<file path="config.mk">
export PLATFORM = sky130hd
export DESIGN_NAME = regfile_dump_ctrl
export DESIGN_NICKNAME = d
export VERILOG_FILES = /design/src/rtl/regfile_dump_ctrl_pkg.sv /design/src/rtl/regfile_dump_ctrl.sv
export SDC_FILE = /design/constraint.sdc
export NUM_CORES = 1
export LEC_CHECK = 0
export CORE_MARGIN = 2
export CORE_UTILIZATION = 37
export DETAILED_ROUTE_END_ITERATION = 12
export PLACE_DENSITY = 0.77
export SETUP_SLACK_MARGIN = 0.2
export SLEW_MARGIN = 10
export SYNTH_ARGS = -nofsm -noshare
export SYNTH_HDL_FRONTEND = slang
export SYNTH_SLANG_ARGS = --single-unit
</file>
<file path="constraint.sdc">
create_clock -name clk -period 1.7 [get_ports clk]
set_input_delay 0.34 -clock clk [delete_from_list [all_inputs] [get_ports clk]]
set_output_delay 0.34 -clock clk [all_outputs]
set_load 0.01 [all_outputs]
</file>
<file path="src/rtl/regfile_dump_ctrl_pkg.sv">
// regfile_dump_ctrl_pkg: shared register-file geometry and dump/clear sequencer states
package regfile_dump_ctrl_pkg;
    localparam int DATA_W   = 18;
    localparam int ADDR_W   = 4;
    localparam int NUM_REGS = 16;
    typedef enum logic [2:0] {S_IDLE, S_LOAD, S_SEND, S_CLEAR, S_DONE} state_t;
    function automatic logic [ADDR_W-1:0] next_idx(input logic [ADDR_W-1:0] idx);
        return ADDR_W'((32'(idx) + 32'd1) % NUM_REGS);
    endfunction
endpackage

</file>
<file path="src/rtl/regfile_dump_ctrl.sv">
// regfile_dump_ctrl: streams or zeroes a wrapping range of the register file on a start pulse
module regfile_dump_ctrl
    import regfile_dump_ctrl_pkg::*;
(
    input  logic              clk,
    input  logic              rst,
    input  logic              start,
    input  logic              mode,
    input  logic [ADDR_W-1:0] first_sel,
    input  logic [ADDR_W-1:0] last_sel,
    output logic              busy,
    output logic              done,
    output logic [ADDR_W-1:0] rf_read_sel,
    input  logic [DATA_W-1:0] rf_read_data,
    output logic              rf_write_en,
    output logic [ADDR_W-1:0] rf_write_sel,
    output logic [DATA_W-1:0] rf_write_data,
    output logic              out_valid,
    input  logic              out_ready,
    output logic [ADDR_W-1:0] out_sel,
    output logic [DATA_W-1:0] out_data
);
    state_t            state, state_nx;
    logic [ADDR_W-1:0] ptr, last_q;
    logic              xfer, last_out;

    assign xfer          = out_valid && out_ready;
    assign last_out      = out_sel == last_q;
    assign busy          = state != S_IDLE;
    assign done          = state == S_DONE;
    assign rf_write_en   = state == S_CLEAR;
    assign rf_read_sel   = ptr;
    assign rf_write_sel  = ptr;
    assign rf_write_data = '0;

    always_ff @(posedge clk) begin
        if (rst) state <= S_IDLE;
        else     state <= state_nx;
    end

    always_comb begin
        state_nx = state;
        case (state)
            S_IDLE:  if (start) state_nx = mode ? S_CLEAR : S_LOAD;
            S_LOAD:  state_nx = S_SEND;
            S_SEND:  if (xfer && last_out) state_nx = S_DONE;
            S_CLEAR: if (ptr == last_q) state_nx = S_DONE;
            default: state_nx = S_IDLE;
        endcase
    end

    // ptr runs one index ahead of out_sel so the next word is already on the read port
    always_ff @(posedge clk) begin
        if (rst) begin
            ptr       <= '0;
            last_q    <= '0;
            out_valid <= 1'b0;
            out_sel   <= '0;
            out_data  <= '0;
        end else begin
            case (state)
                S_IDLE: if (start) begin
                    ptr    <= first_sel;
                    last_q <= last_sel;
                end
                S_LOAD: begin
                    out_data  <= rf_read_data;
                    out_sel   <= ptr;
                    out_valid <= 1'b1;
                    ptr       <= next_idx(ptr);
                end
                S_SEND: if (xfer) begin
                    if (last_out) out_valid <= 1'b0;
                    else begin
                        out_data <= rf_read_data;
                        out_sel  <= ptr;
                        ptr      <= next_idx(ptr);
                    end
                end
                S_CLEAR: if (ptr != last_q) ptr <= next_idx(ptr);
                default: ;
            endcase
        end
    end
endmodule

</file>
-- Yosys cells after proc, flatten, opt, wreduce, memory -nomap -nowiden
Cells that the tools add are included.
- bits in registers: 34
- output and inout bits: 52
- logic and storage cells: 51
- $add $sub $neg: 1
- equal/unequal tests: 14
- multiplexer cells: 19
- reduce and logical (&&, ||, !) cells: 11
- operator list (kind ; count):
    $mux 18 ; 2
    $pmux 18 s2 ; 1
    $mux 4 ; 6
    $pmux 4 s4 ; 1
    $pmux 3 s4 ; 1
    $ne 2x2->1 const B ; 5
    $mux 3 ; 3
    $reduce_and 3->1 ; 3
    $eq 4x4->1 ; 2
    $pmux 4 s2 ; 1
    $eq 3x2->1 const B ; 2
    $reduce_and 5->1 ; 1
    $add 4x1->4 const B ; 1
    $ne 2x1->1 const B ; 2
    $ne 4x4->1 ; 1
    $reduce_bool 4->1 ; 1
    $eq 3x1->1 const B ; 1
    $eq 3x3->1 const B ; 1
    $logic_not 3->1 ; 1
    $reduce_bool 3->1 ; 1
    $logic_and 1x1->1 ; 2
    $mux 1 ; 2
    $mux 2 ; 1
    $pmux 1 s2 ; 1
    other kinds (2) ; 2

-- Longest topological paths before layout
Gate-level depths: netlist (run 1).
- depth in word-level cells: 4
- mapped depth: 7

-- Least setup slack after synthesis (run 1)
Ideal clock, no wire load.
- path type: register to register
- start: reg ptr[0], in the netlist rf_read_sel[0]
- end: reg ptr[0], in the netlist rf_read_sel[0]
- library setup time: 70 ps
- arrival time: 1696 ps
- slack: -66 ps
- cell stages (with the launch flop): 6
- buffers on the path: 0
- period minus slack after synthesis: 1766 ps
- cells stage by stage: dfxtp_1 -> xor2_1 -> nor4_1 -> a221o_1 -> or4_1 -> a21oi_1
- word-level cells in the longest chain between the ends: 4
- ends and longest elaborated chain (element ; RTL line ; text):
    from (decl) ; regfile_dump_ctrl.sv:24 ; logic [ADDR_W-1:0] ptr, last_q;
    from (signal assigned) ; regfile_dump_ctrl.sv:63 ; ptr <= first_sel;
    from (signal assigned) ; regfile_dump_ctrl.sv:70 ; ptr <= next_idx(ptr);
    from (signal assigned) ; regfile_dump_ctrl.sv:77 ; ptr <= next_idx(ptr);
    $add 4x1->4 ; regfile_dump_ctrl_pkg.sv:8 ; return ADDR_W'((32'(idx) + 32'd1) % NUM_REGS);
    $mux 4 ; regfile_dump_ctrl.sv:73 ; if (last_out) out_valid <= 1'b0;
    $mux 4 ; regfile_dump_ctrl.sv:72 ; S_SEND: if (xfer) begin
    $pmux 4 s4 ; regfile_dump_ctrl.sv:61 ; case (state)
Parallel ways exist; a longest one is shown, timed or not. The select of a mux whose other input is x is not followed.
A chain may end at the register's enable or synchronous reset.

-- Final worst setup path (run 1)
- start: reg last_q[0]
- end: reg ptr[2], in the netlist rf_read_sel[2]
- word-level cells in the longest chain between the ends: 3
- ends and longest elaborated chain (element ; RTL line ; text):
    from (decl) ; regfile_dump_ctrl.sv:24 ;
    from (signal assigned) ; regfile_dump_ctrl.sv:64 ; last_q <= last_sel;
    $ne 4x4->1 / $eq 4x4->1 (equally long branches) ; regfile_dump_ctrl.sv:80, regfile_dump_ctrl.sv:28 ;
    $ne 2x1->1 (no line) / $ne 2x2->1 (equally long branches) ; -- ;
    $reduce_and 5->1 (no line) * ; -- ;
    to (signal assigned) ; regfile_dump_ctrl.sv:70 ;
    to (signal assigned) ; regfile_dump_ctrl.sv:77 ;
    to (signal assigned) ; regfile_dump_ctrl.sv:80 ; S_CLEAR: if (ptr != last_q) ptr <= next_idx(ptr);
Every way passes the cells marked *; elsewhere a longest branch is shown, timed or not.

==> results list, run 1 <==
- dfxtp_1 takes more of the synthesized area than any other cell.
* Crit share post-route: 1.05
* Pwr Density: 937 mW/mm2
- Total cell area at the placement stage: 0.00251 mm2
* RSZ-0062 raised after global routing: true
- Finished Cell Area: 0.00275 mm2
* Clock skew after layout: a little under 0.008 ns
- Top Family by Delay on Critical Path: simple AND/OR/NAND/NOR gates
- The total overflow left after global routing is 0.
* Maximum net fanout on the critical path: 6
- The number of antenna violations at the first check in global routing came to 0.
- Switching power summed over all nets: 0.000793 W
* # hold bufs at CTS: 0
* CTS buffer count: 5
- Mapped Cells: around 190
- Of the post-synthesis cell area, the dominant cell type holds 0.395.
- After synthesis the cells add up to 0.00172 mm2.
- In this run the count of I/O pins placed on the die edge is between 80 and 90.
- Layout Nets: 309
- # rows: 24
- For this run, design rule violations remaining after detail routing come to 0.
* Violated checks: setup timing
- Effective utilization at floorplan: 0.391
- Register share of total power: 0.369
- The run finished, with violations left.
- Entering global routing, the biggest net connects 26 pins.
* Total clock sinks: 34
* Number of buffer and inverter instances along the worst setup path: 0
* Area growth from synthesis to layout: 59.3%
* Unique masters post-synth: 37
- Cell chain of the critical path: xor2_1, or4_4, nor3b_4, nor2_2, a221oi_2
* Number of enable flip-flop cells after synthesis: 0
* Delay contributed by the slowest stage of the critical path: 0.57 ns
* Worst Setup End Kind: flop
- Counting flops with an async set or reset pin after synthesis yields a share of 0.
- nor2_1 is the most common cell in the netlist.
* Synthesized flop and latch total: 34
- The number of global-route vias before repair came to roughly 1,400.
- For this run, the number of standard cells in the final layout without fillers is 330.
- The routed design uses 1.98 mm of met2 wire.
- Clock Latency Late Sink: 0.28 ns
- The H-tree was split into 2 levels.
* Total wire length: between 4 and 5 mm
- Clock tree from TritonCTS: built
- Buffers placed on the I/O ports in this run total 64.
- Setup violations remaining at the end of the flow were counted as 3.
- The number of pins exceeding their max-slew limit in the final report was 0.
* Crit path launch type: flop
- Detail-routed via count per cell: 4.61
- The share of the Yosys chip area taken by registers is 0.395.
- Area contributors post-synth: dfxtp_1 39%, mux2i_1 16%, buf_4 11%, nor2_1 8.1%, xor2_1 4.6%
- Routed met3 length: 297 um
- The share of total power dissipated in combinational logic is 0.395.
- In the final layout, the share of cells above drive strength 1 is 0.255.
- VDD sags by at most 0.000649 V.
- Floorplan Core Area: between 0.004 and 0.005 mm2
- Of the total power, the share spent switching nets is 0.308.
- CP required: between 1.5 and 2 ns
- Highest achievable clock rate: 0.561 GHz
- A synthesized cell averages 9.22 um2.
* Clk slew on worst S/H paths: 0.07 ns
- For the finished layout, the period the worst path requires is between 1.5 and 2 ns.
- The share of total power dissipated in the clock network is 0.236.
* Master of the slowest instance on the critical path: or4_4
* Commonest register cell after synthesis: dfxtp_1
- Across every metal layer, demand over resource in global routing totals 0.157.
- The internal portion of the total power is 0.00178 W.
* Util after Layout: 0.622
- Total placed cells including tap cells: about 320
- Once routing completed, OpenROAD measured the worst setup slack at -0.0816 ns.
- The critical path is of the reg2reg type.
- After detailed routing, the wire length on met1 is 1.75 mm.
* Die width: 72.3 um
- Data arrival time at the worst-slack endpoint: 1.97 ns
- The highest metal layer carrying signal wires in the routed design is met4.
- Wire per inst: 12.2 um
- Diode count: 0
* Number of endpoints with negative hold slack in the final report: 0
* Warning count from the yosys run: 0
- Drt first-iter violations: 67
- Summed over all cells, the static leakage comes to about 1.4 nW.
- Iteration count of the initial detailed-routing pass: 4
- The die covers 0.00522 mm2.
- Across the run, the number of max-cap violations was 0.
* Routability congestion estimate from global placement: 0.861
* Clock Tree Root: clkbuf_8
- Total vias in the final route: 1,520
- Max clock buf depth: 2
* Tightest Hold Check Type: reg2reg
* Half-perimeter wire length after placement: 2.93 mm
- The commonest cells after synthesis are 37 x nor2_1, 34 x dfxtp_1, 27 x mux2i_1, 25 x buf_4, 9 x xor2_1.
- The first global-routing pass estimated 6.49 mm of wire.
- Vertical die dimension: 72.3 um
- Routed Antenna Nets: 0
-- power groups by stage --
stage	logic, W	clock network (W)	registers [W]
2_1_floorplan	0.000504	0	0.00100
3_3_place_gp	0.000946	0	0.000960
3_5_place_dp	0.000956	0	0.000961
4_1_cts	0.000984	0.000627	0.000952
5_1_grt	0.00111	0.000665	0.000960
6_report	0.00102	0.000606	0.000949
-- through the flow --
step	setup slack, ns	total power (W)	TNS, ns	hold slack, ns
2_1_floorplan	-0.0155	0.00151	-0.0177	0.487
3_3_place_gp	-0.406	0.00191	-6.78	0.473
3_5_place_dp	-0.434	0.00192	-7.09	0.481
4_1_cts	-0.0859	0.00256	-0.190	0.501
5_1_grt	-0.170	0.00273	-1.61	0.535
6_report	-0.0816	0.00257	-0.0918	0.488
-- placed cells by master, fill, tap and decap left out, types with 3 or more instances in the layout --
| cell | instances |
|---|---|
| a21oi_1 | 4 |
| clkbuf_8 | 6 |
| nor2_1 | 34 |
| clkdlybuf4s50_1 | 28 |
| buf_12 | 4 |
| xor2_1 | 9 |
| dlygate4sd2_1 | 25 |
| inv_1 | 4 |
| conb_1 | 18 |
| dfxtp_1 | 22 |
| mux2i_1 | 27 |
| buf_4 | 25 |
| buf_6 | 4 |
| nand2_1 | 6 |
| o21ai_0 | 3 |
| dlymetal6s2s_1 | 8 |
| dfxtp_2 | 10 |
| nand2b_1 | 4 |
-- routing by layer --
metal,vias to the layer above,GRT usage
met5,-,0
met4,0,0.0482
met3,2,0.0500
met2,59,0.261
met1,694,0.194
li1,765,-
-- worst paths after layout --
check	slack [ns]	cells after the start	endpoint	startpoint
max	-0.08	5	rf_read_sel[2]$_SDFFE_PP0P_	last_q[0]$_SDFFE_PP0P_
min	0.49	2	out_data[13]$_SDFFE_PP0P_	out_data[13]$_SDFFE_PP0P_
max reg2reg	-0.08	5	rf_read_sel[2]$_SDFFE_PP0P_	last_q[0]$_SDFFE_PP0P_
min reg2reg	0.49	2	out_data[13]$_SDFFE_PP0P_	out_data[13]$_SDFFE_PP0P_
-- tightest hold or removal path, delay by kind of cell (launching register included) --
family        cells  cell delay (ns)
flops             1             0.32
mux               1             0.06
simple gates      1             0.07
-- logic make-up after synthesis --
group,synth area share
AND/OR/NAND/NOR,0.178
buffers and inverters,0.144
flip-flops,0.395
multiplexers,0.157
AO/OA/AOI/OAI,0.0718
XOR/XNOR,0.0457
adder cells (fa/ha/maj),0.00726
other,0.00217
-- final cells by class --
| class | instances | area [um2] |
|---|---|---|
| clock buffers | 7 | 86.3 |
| clock inverters | 1 | 5.00 |
| fillers | 396 | 1670 |
| inverters | 5 | 18.8 |
| multi-input cells | 135 | 926 |
| flip-flops and latches | 34 | 701 |
| well taps | 52 | 65.1 |
| repair buffers | 96 | 945 |
-- flip-flops by register name, indices dropped and copies added, names as in the netlist --
register     flops
last_q           4
out_data        18
out_sel          4
out_valid        1
rf_read_sel      4
state            3
-- repair_timing --
| action | CTS | global route |
|---|---|---|
| cloned | 1 | 0 |
| endpoints found under the setup margin | 55 | 44 |
| pin swaps | 9 | 2 |
| resized for setup | 53 | 19 |
| setup buffers | 3 | 3 |
Note: power is estimated with default switching activity, not from simulation.
==> inputs of run 2 (changes only) <==
--- a/config.mk
+++ b/config.mk
@@ -8,6 +8,8 @@
 export CORE_MARGIN = 2
 export CORE_UTILIZATION = 37
 export DETAILED_ROUTE_END_ITERATION = 12
+export GPL_TIMING_DRIVEN = 0
+export MAX_ROUTING_LAYER = met4
 export PLACE_DENSITY = 0.77
 export SETUP_SLACK_MARGIN = 0.2
 export SLEW_MARGIN = 10
==> run 2 against run 1 <==
Count of clock-buffer cells in the layout fell by 1. Via count rose by 2.5%. Core utilization increased by 2.1 points. Critical path type unchanged. Routed wire length grew 4.2%. Sequential share of layout area fell by 0.57 points. Sequential power up 4.1%. Design area grew 3.4%. Register-to-register slack improved by 0.05 ns. Non-clock buffer count up 14. Highest routed layer unchanged. The flow still finishes with violations (setup timing). Largest cell class unchanged. Clock skew fell by 0.0039 ns. Die area unchanged.
==> results list, run 2 (synthesis results as in run 1) <==
- Run status: finished, violations left
- Violated checks: setup timing
* Number of levels in the clock H-tree: 2
* Final count of negative-setup-slack endpoints: 3
* Final number of max-transition violations: 0
- At the end of routability-driven placement, the weighted congestion stood at 0.815.
* Worst Hold Endpoint: rf_read_sel[2]$_SDFFE_PP0P_
* Clock tree from TritonCTS: built
- Along the worst hold path, the cell count comes to 2.
* Clock skew after layout: just under 0.004 ns
- Measured along the x axis, the die boundary spans around 72 um.
- The first global-routing pass estimated 6.68 mm of wire.
* Number of endpoints with negative hold slack in the final report: 0
- After detailed placement, the total cell area comes to approximately 0.0025 mm2.
* Post-place setup slack: -0.550 ns
- Die Area: 0.00522 mm2
- Worst setup slack for register-to-register paths: -0.03 ns
- Maximum net fanout on the critical path: 4
* Total placed cells including tap cells: 319
- The number of global-route vias before repair was 1,498.
* Crit path launch type: flop
* Total grt overflow: 0
- Measured on the finished design, the core utilization comes to 0.643.
* Pin count of the biggest net entering global routing: 12
- For the worst-skew pair, the clock arrives at the later sink with an insertion delay of 0.29 ns.
- FF-to-FF End: rf_read_sel[0]$_SDFFE_PP0P_
- Setup repair after global routing could not meet its margin everywhere.
* # Max-Cap Violations: 0
- Of the available clock period, the critical path in the final layout requires 1.02.
- CTS buffer count: 5
- For this run, the number of standard cells in the final layout without fillers is 344.
* Final worst slack: -0.0327 ns
* Area growth from synthesis to layout: 64.7%
- Tightest Hold Check Type: in2reg
* Detail-routed via count per cell: approximately 4.5
- Vertical die dimension: 72.3 um
* Diode count: 0
* Port Buffer Count: 63
* Maximum resistive drop on vdd: 0.000601 V
- After clock tree synthesis, the clock-pin slew on the worst setup and hold paths is 0.07 ns.
- Wire per inst: 12.2 um
* # rows: 24
* Number of buffer and inverter instances along the worst setup path: 1
- Worst setup path class: reg2reg
- Finished Cell Area: 0.00284 mm2
- Iteration count of the initial detailed-routing pass: 4
- Half-perimeter wire length after placement: 2.88 mm
* Worst reg-to-reg path cell count: 6
- In the final layout, the share of cells above drive strength 1 is 0.305.
- The final layout contains around 320 nets.
- The number of antenna violations at the first check in global routing was 0.
- The floorplan step defined a core boundary enclosing 0.00441 mm2.
* Global router's overall resource usage: 0.170
* Remaining DRCs: 0
* R2R Path Start: out_sel[1]$_SDFFE_PP0P_
- The library cells used most frequently in the layout, excluding fill and tap cells, are 33 x buf_4, 33 x nor2_1, 29 x clkdlybuf4s50_1.
* Pwr Density: just over 900 mW/mm2
- For this block, the initial DRC count from the detailed router was 84.
* # hold bufs at CTS: 0
- Top Family by Delay on Critical Path: simple AND/OR/NAND/NOR gates
- CP required: 1.86 ns
* Number of primary I/O pins: 83
- For this configuration, the core starts out at a cell density of 0.391.
- The count of nets left with antenna violations once routing finished came out at 0.
* Number of flip-flops in the largest register: 18
- The analysis attributes to cell leakage a power of 1.39 nW.
* Max clock buf depth: 2
- Crit path time final: between 1.5 and 2 ns
* Total wire length: 4.21 mm
- For the worst setup path, the data arrival time is ~1.9 ns.
- Highest achievable clock rate: 0.577 GHz
- Clock Tree Root: clkbuf_8
- The critical path goes through xor2_2, or4_4, nor3b_4, buf_4, or4_1, a21oi_1.
* Delay contributed by the slowest stage of the critical path: 0.54 ns
* Total clock sinks: 34
- The slowest stage of the critical path is the or4_4 cell.
* Total vias in the final route: 1,558
* Worst Setup End Kind: flop
- Worst Min Path Start: rst
- Largest reg by FF count: out_data
[run 2: how the worst max path moves through the flow]
| stage | depth (start not counted) | to | startpoint | slack (ns) |
|---|---|---|---|---|
| after global placement | 7 | out_sel[3]$_SDFFE_PP0P_ | out_ready | -0.52 |
| after floorplan | 5 | rf_read_sel[2]$_SDFFE_PP0P_ | out_sel[3]$_SDFFE_PP0P_ | -0.02 |
| after detailed placement | 7 | out_data[13]$_SDFFE_PP0P_ | out_ready | -0.55 |
| final | 6 | rf_read_sel[0]$_SDFFE_PP0P_ | out_sel[1]$_SDFFE_PP0P_ | -0.03 |
| after CTS | 5 | rf_read_sel[2]$_SDFFE_PP0P_ | out_sel[1]$_SDFFE_PP0P_ | -0.02 |
| after global routing | 6 | rf_read_sel[0]$_SDFFE_PP0P_ | out_sel[3]$_SDFFE_PP0P_ | -0.11 |
[run 2: timing repair]
action / 4_1_cts / 5_1_grt
setup endpoints to repair: 64 / 41
gates cloned: 2 / 0
pin swaps: 13 / 1
setup buffers: 14 / 1
gates resized for setup: 75 / 17
[run 2: per-stage QoR]
step / hold WS [ns] / TNS (ns) / total power, W
after floorplan: 0.487 / -0.0177 / 0.00151
after global placement: 0.472 / -12.05 / 0.00183
after detailed placement: 0.481 / -12.62 / 0.00184
after CTS: 0.260 / -0.101 / 0.00261
after global routing: 0.258 / -0.711 / 0.00277
final: 0.264 / -0.0817 / 0.00262
[run 2: power breakdown]
group	switching [W]	internal, W
logic	0.000436	0.000571
clock network	0.000304	0.000325
registers	0.0000950	0.000893
total	0.000835	0.00179
[run 2: final cells by class]
type / instances / area [um2]
buffer: 30 / 241
clock buffer: 6 / 82.6
clock inverter: 2 / 12.5
fill: 380 / 1580
inverter: 5 / 18.8
multi-input combinational: 135 / 953
sequential: 34 / 708
tap: 52 / 65.1
timing repair buffer: 80 / 757
[run 2: per-layer routing]
metal  GRT usage  part of all wire  routed length, um
met1       0.197              0.42               1760
met2       0.279              0.48               2020
met3      0.0583             0.089                376
met4      0.0503             0.013                 54
met5           -                 0                  0
==> inputs of run 3 (changes only) <==
--- a/config.mk
+++ b/config.mk
@@ -7,6 +7,7 @@
 export LEC_CHECK = 0
 export CORE_MARGIN = 2
 export CORE_UTILIZATION = 37
+export CTS_BUF_LIST = sky130_fd_sc_hd__clkbuf_8 sky130_fd_sc_hd__clkbuf_16
 export DETAILED_ROUTE_END_ITERATION = 12
 export GPL_TIMING_DRIVEN = 0
 export MAX_ROUTING_LAYER = met4
==> results of run 3 <==
Same layout as run 2: the final DEF is identical, and so are final timing and power.
==> variant (settings of run 1) <==
Re-encode `state_t` (5 states) as one-hot, 5 bits wide.
--- a/src/rtl/regfile_dump_ctrl_pkg.sv
+++ b/src/rtl/regfile_dump_ctrl_pkg.sv
@@ -4,5 +4,5 @@
     localparam int ADDR_W   = 4;
     localparam int NUM_REGS = 16;
-    typedef enum logic [2:0] {S_IDLE, S_LOAD, S_SEND, S_CLEAR, S_DONE} state_t;
+    typedef enum logic [4:0] {S_IDLE = 5'b00001, S_LOAD = 5'b00010, S_SEND = 5'b00100, S_CLEAR = 5'b01000, S_DONE = 5'b10000} state_t;
     function automatic logic [ADDR_W-1:0] next_idx(input logic [ADDR_W-1:0] idx);
         return ADDR_W'((32'(idx) + 32'd1) % NUM_REGS);
Formal check against the unedited RTL: same outputs for any inputs over 4 cycles, from zero or initial values and one cycle with rst high; so few cycles prove little.
==> variant against run 1 <==
- final area is 3.1% higher
- synthesized area is 1.5% higher
- first-iteration DRC count rose by 16%
- setup slack better by 0.18 ns
- wire length is 8.9% higher
- fmax rose by 11%
- sequential cell count increased by 2
Power is not compared: it rests on default switching activity, and its combinational part moved more than twofold at a synthesized area within 25%.
==> variant: results (changes against run 1) <==
stage	metric	value	unit	change
routing	total number of vias	1562		+2.8%
worst_setup_path	R2R cell count	6		+1
placement	Port Buf Inserts	64		unchanged
routing	WL final	4400	um	+8.9%
clocking	root buffer cell	clkbuf_8		
synthesis	Async S/R FF share, synth	0	%	unchanged
synthesis	sequential fraction of the synthesis area	41.2	%	+1.7 points
grt	All-Layer GR Usage	16.5	%	+0.75 points
power	Leakage	1.25	nW	
worst_setup_path	R2R setup slack	0.1	ns	+0.18 ns
sta	fmax	623	MHz	+11%
grt	largest net degree at the start of global routing	19		-27%
routing	DR pass1 iterations	5		+1
run_status	status	finished clean		
worst_setup_path	Crit Path Max Fanout	6		unchanged
synthesis	Synth cell types	39		+5.4%
min_path	Hold Crit Class	flip-flop to flip-flop		
synthesis	top cells by count, synth	dfxtp_1 (36), nor2_1 (26), mux2i_1 (25), buf_4 (23), nand2_1 (12)		
grt	initial antenna violation count	0		unchanged
placement	setup slack at placement	-0.293	ns	+0.141 ns
clocking	CTS Buf Count	5		unchanged
routing	initial DRC count	78		+16%
grt	vias in the first global route	1403		-2.6%
clocking	CTS H-tree depth	2		unchanged
power	VDD IR-drop max	689	uV	
worst_setup_path	delay of the slowest critical-path stage	0.36	ns	-0.21 ns
cells_and_area	final net count	302		-2.3%
worst_setup_path	critical path startpoint category	flip-flop		
synthesis	synth top area cells	dfxtp_1 (41%), mux2i_1 (14%), buf_4 (9.9%)		
worst_setup_path	CP top delay family	simple AND/OR/NAND/NOR gates		
worst_setup_path	Critical Path AT	1.78	ns	-0.19 ns
placement	Final Wtd Congestion	0.816		-5.2%
cells_and_area	layout cells sized above 1	26.6	%	+1.0 points
synthesis	Yosys Warn Count	0		unchanged
min_path	Min-Delay Path Depth	2		unchanged
cells_and_area	n_diodes	0		unchanged
clocking	clock-pin slew on the worst setup and hold paths	0.07	ns	about the same
sta	Final Hold Fails	0		unchanged
placement	final HPWL from detailed placement	2990	um	+2.1%
grt	global-route wire length before repair	6580	um	+1.3%
clocking	Worst-Skew Late Latency	0.29	ns	
clocking	Clock Path Buffers	2		unchanged
worst_setup_path	CP Capture Point	out_data[1]		
cells_and_area	largest registers	out_data x18, state x5		
sta	worst clock skew	0.00600	ns	-0.00181 ns
worst_setup_path	r2r startpoint	state[0]		
worst_setup_path	slowest CP cell	dfxtp_4		
variant: cell count changes in the layout (fill, tap and decap cells not counted), sizes merged, moves of 3 or more:
cell and change:
xnor2 +5, nand2 +6, buf -10, or3 +3, xor2 -3, nor2 -11
a21oi +4, dlygate4sd2 +7, nand2b -5, dlymetal6s2s -8
variant: cells by family (layout without fill, tap and decap cells):
logic type / after synthesis / after routing / share of synthesized area, %
AO/OA/AOI/OAI: 22 / 22 / 8.16
XOR/XNOR: 11 / 11 / 5.51
adder cells (fa/ha/maj): 1 / 1 / 0.715
buffers and inverters: 34 / 99 / 13.2
flip-flops: 36 / 36 / 41.2
multiplexers: 25 / 25 / 14.3
other: 1 / 18 / 0.214
AND/OR/NAND/NOR: 59 / 59 / 16.7
variant: worst min-delay path by stage:
stage           startpoint           to  slack [ns]
5_1_grt          last_q[1]    last_q[1]        0.52
3_5_place_dp   out_data[3]  out_data[3]        0.48
4_1_cts          last_q[0]    last_q[0]        0.48
3_3_place_gp   out_data[8]  out_data[8]        0.47
6_report         last_q[1]    last_q[1]        0.49
2_1_floorplan         mode     state[1]        0.41
variant: metrics by stage:
stage                     cells  cell area (sq um)  util (%)  total power [W]  TNS [ns]
final                       325               2830      61.2          0.00227         0
after global routing        325               2830      61.2          0.00236  -0.00145
after detailed placement    309               2470      53.3          0.00125     -6.61
after floorplan             206               1860         -          0.00111         0
after CTS                   322               2740      59.1          0.00226         0
after global placement      309               2470      53.3          0.00124     -5.41
variant: routing by layer:
layer	routed length (um)	track usage, %	share of wire [%]	up-vias
met5	0	0	0	-
met4	95	7.61	2.2	0
met3	280	5.52	6.4	7
met2	2180	26.8	49	61
met1	1850	19.6	42	738
li1	-	-	-	756
variant: power by group:
| group | internal, W | total, W | switching [W] |
|---|---|---|---|
| registers | 0.000867 | 0.000895 | 0.0000283 |
| logic | 0.000209 | 0.000387 | 0.000178 |
| clock network | 0.000675 | 0.000992 | 0.000317 |
| total | 0.00175 | 0.00227 | 0.000523 |
variant: area by class of cell:
class | instances | area [sq um]
clock buffers | 6 | 93.8
clock inverters | 2 | 60.1
fillers | 395 | 1800
inverters | 4 | 15.0
multi-input cells | 136 | 1020
flip-flops and latches | 36 | 746
well taps | 54 | 67.6
repair buffers | 87 | 830
variant: worst reg2reg max path, cell delays in order (launching register included):
cell,delay (ns)
dfxtp_4,0.36
nor3_4,0.23
nor4b_4,0.27
a21bo_4,0.23
buf_6,0.16
mux2i_1,0.19
nor2_1,0.06
variant: timing repair:
action	CTS	global route
buffers inserted	4	3
pin swaps	5	9
setup endpoints to repair	61	30
gates resized for setup	64	16
cloned	1	0
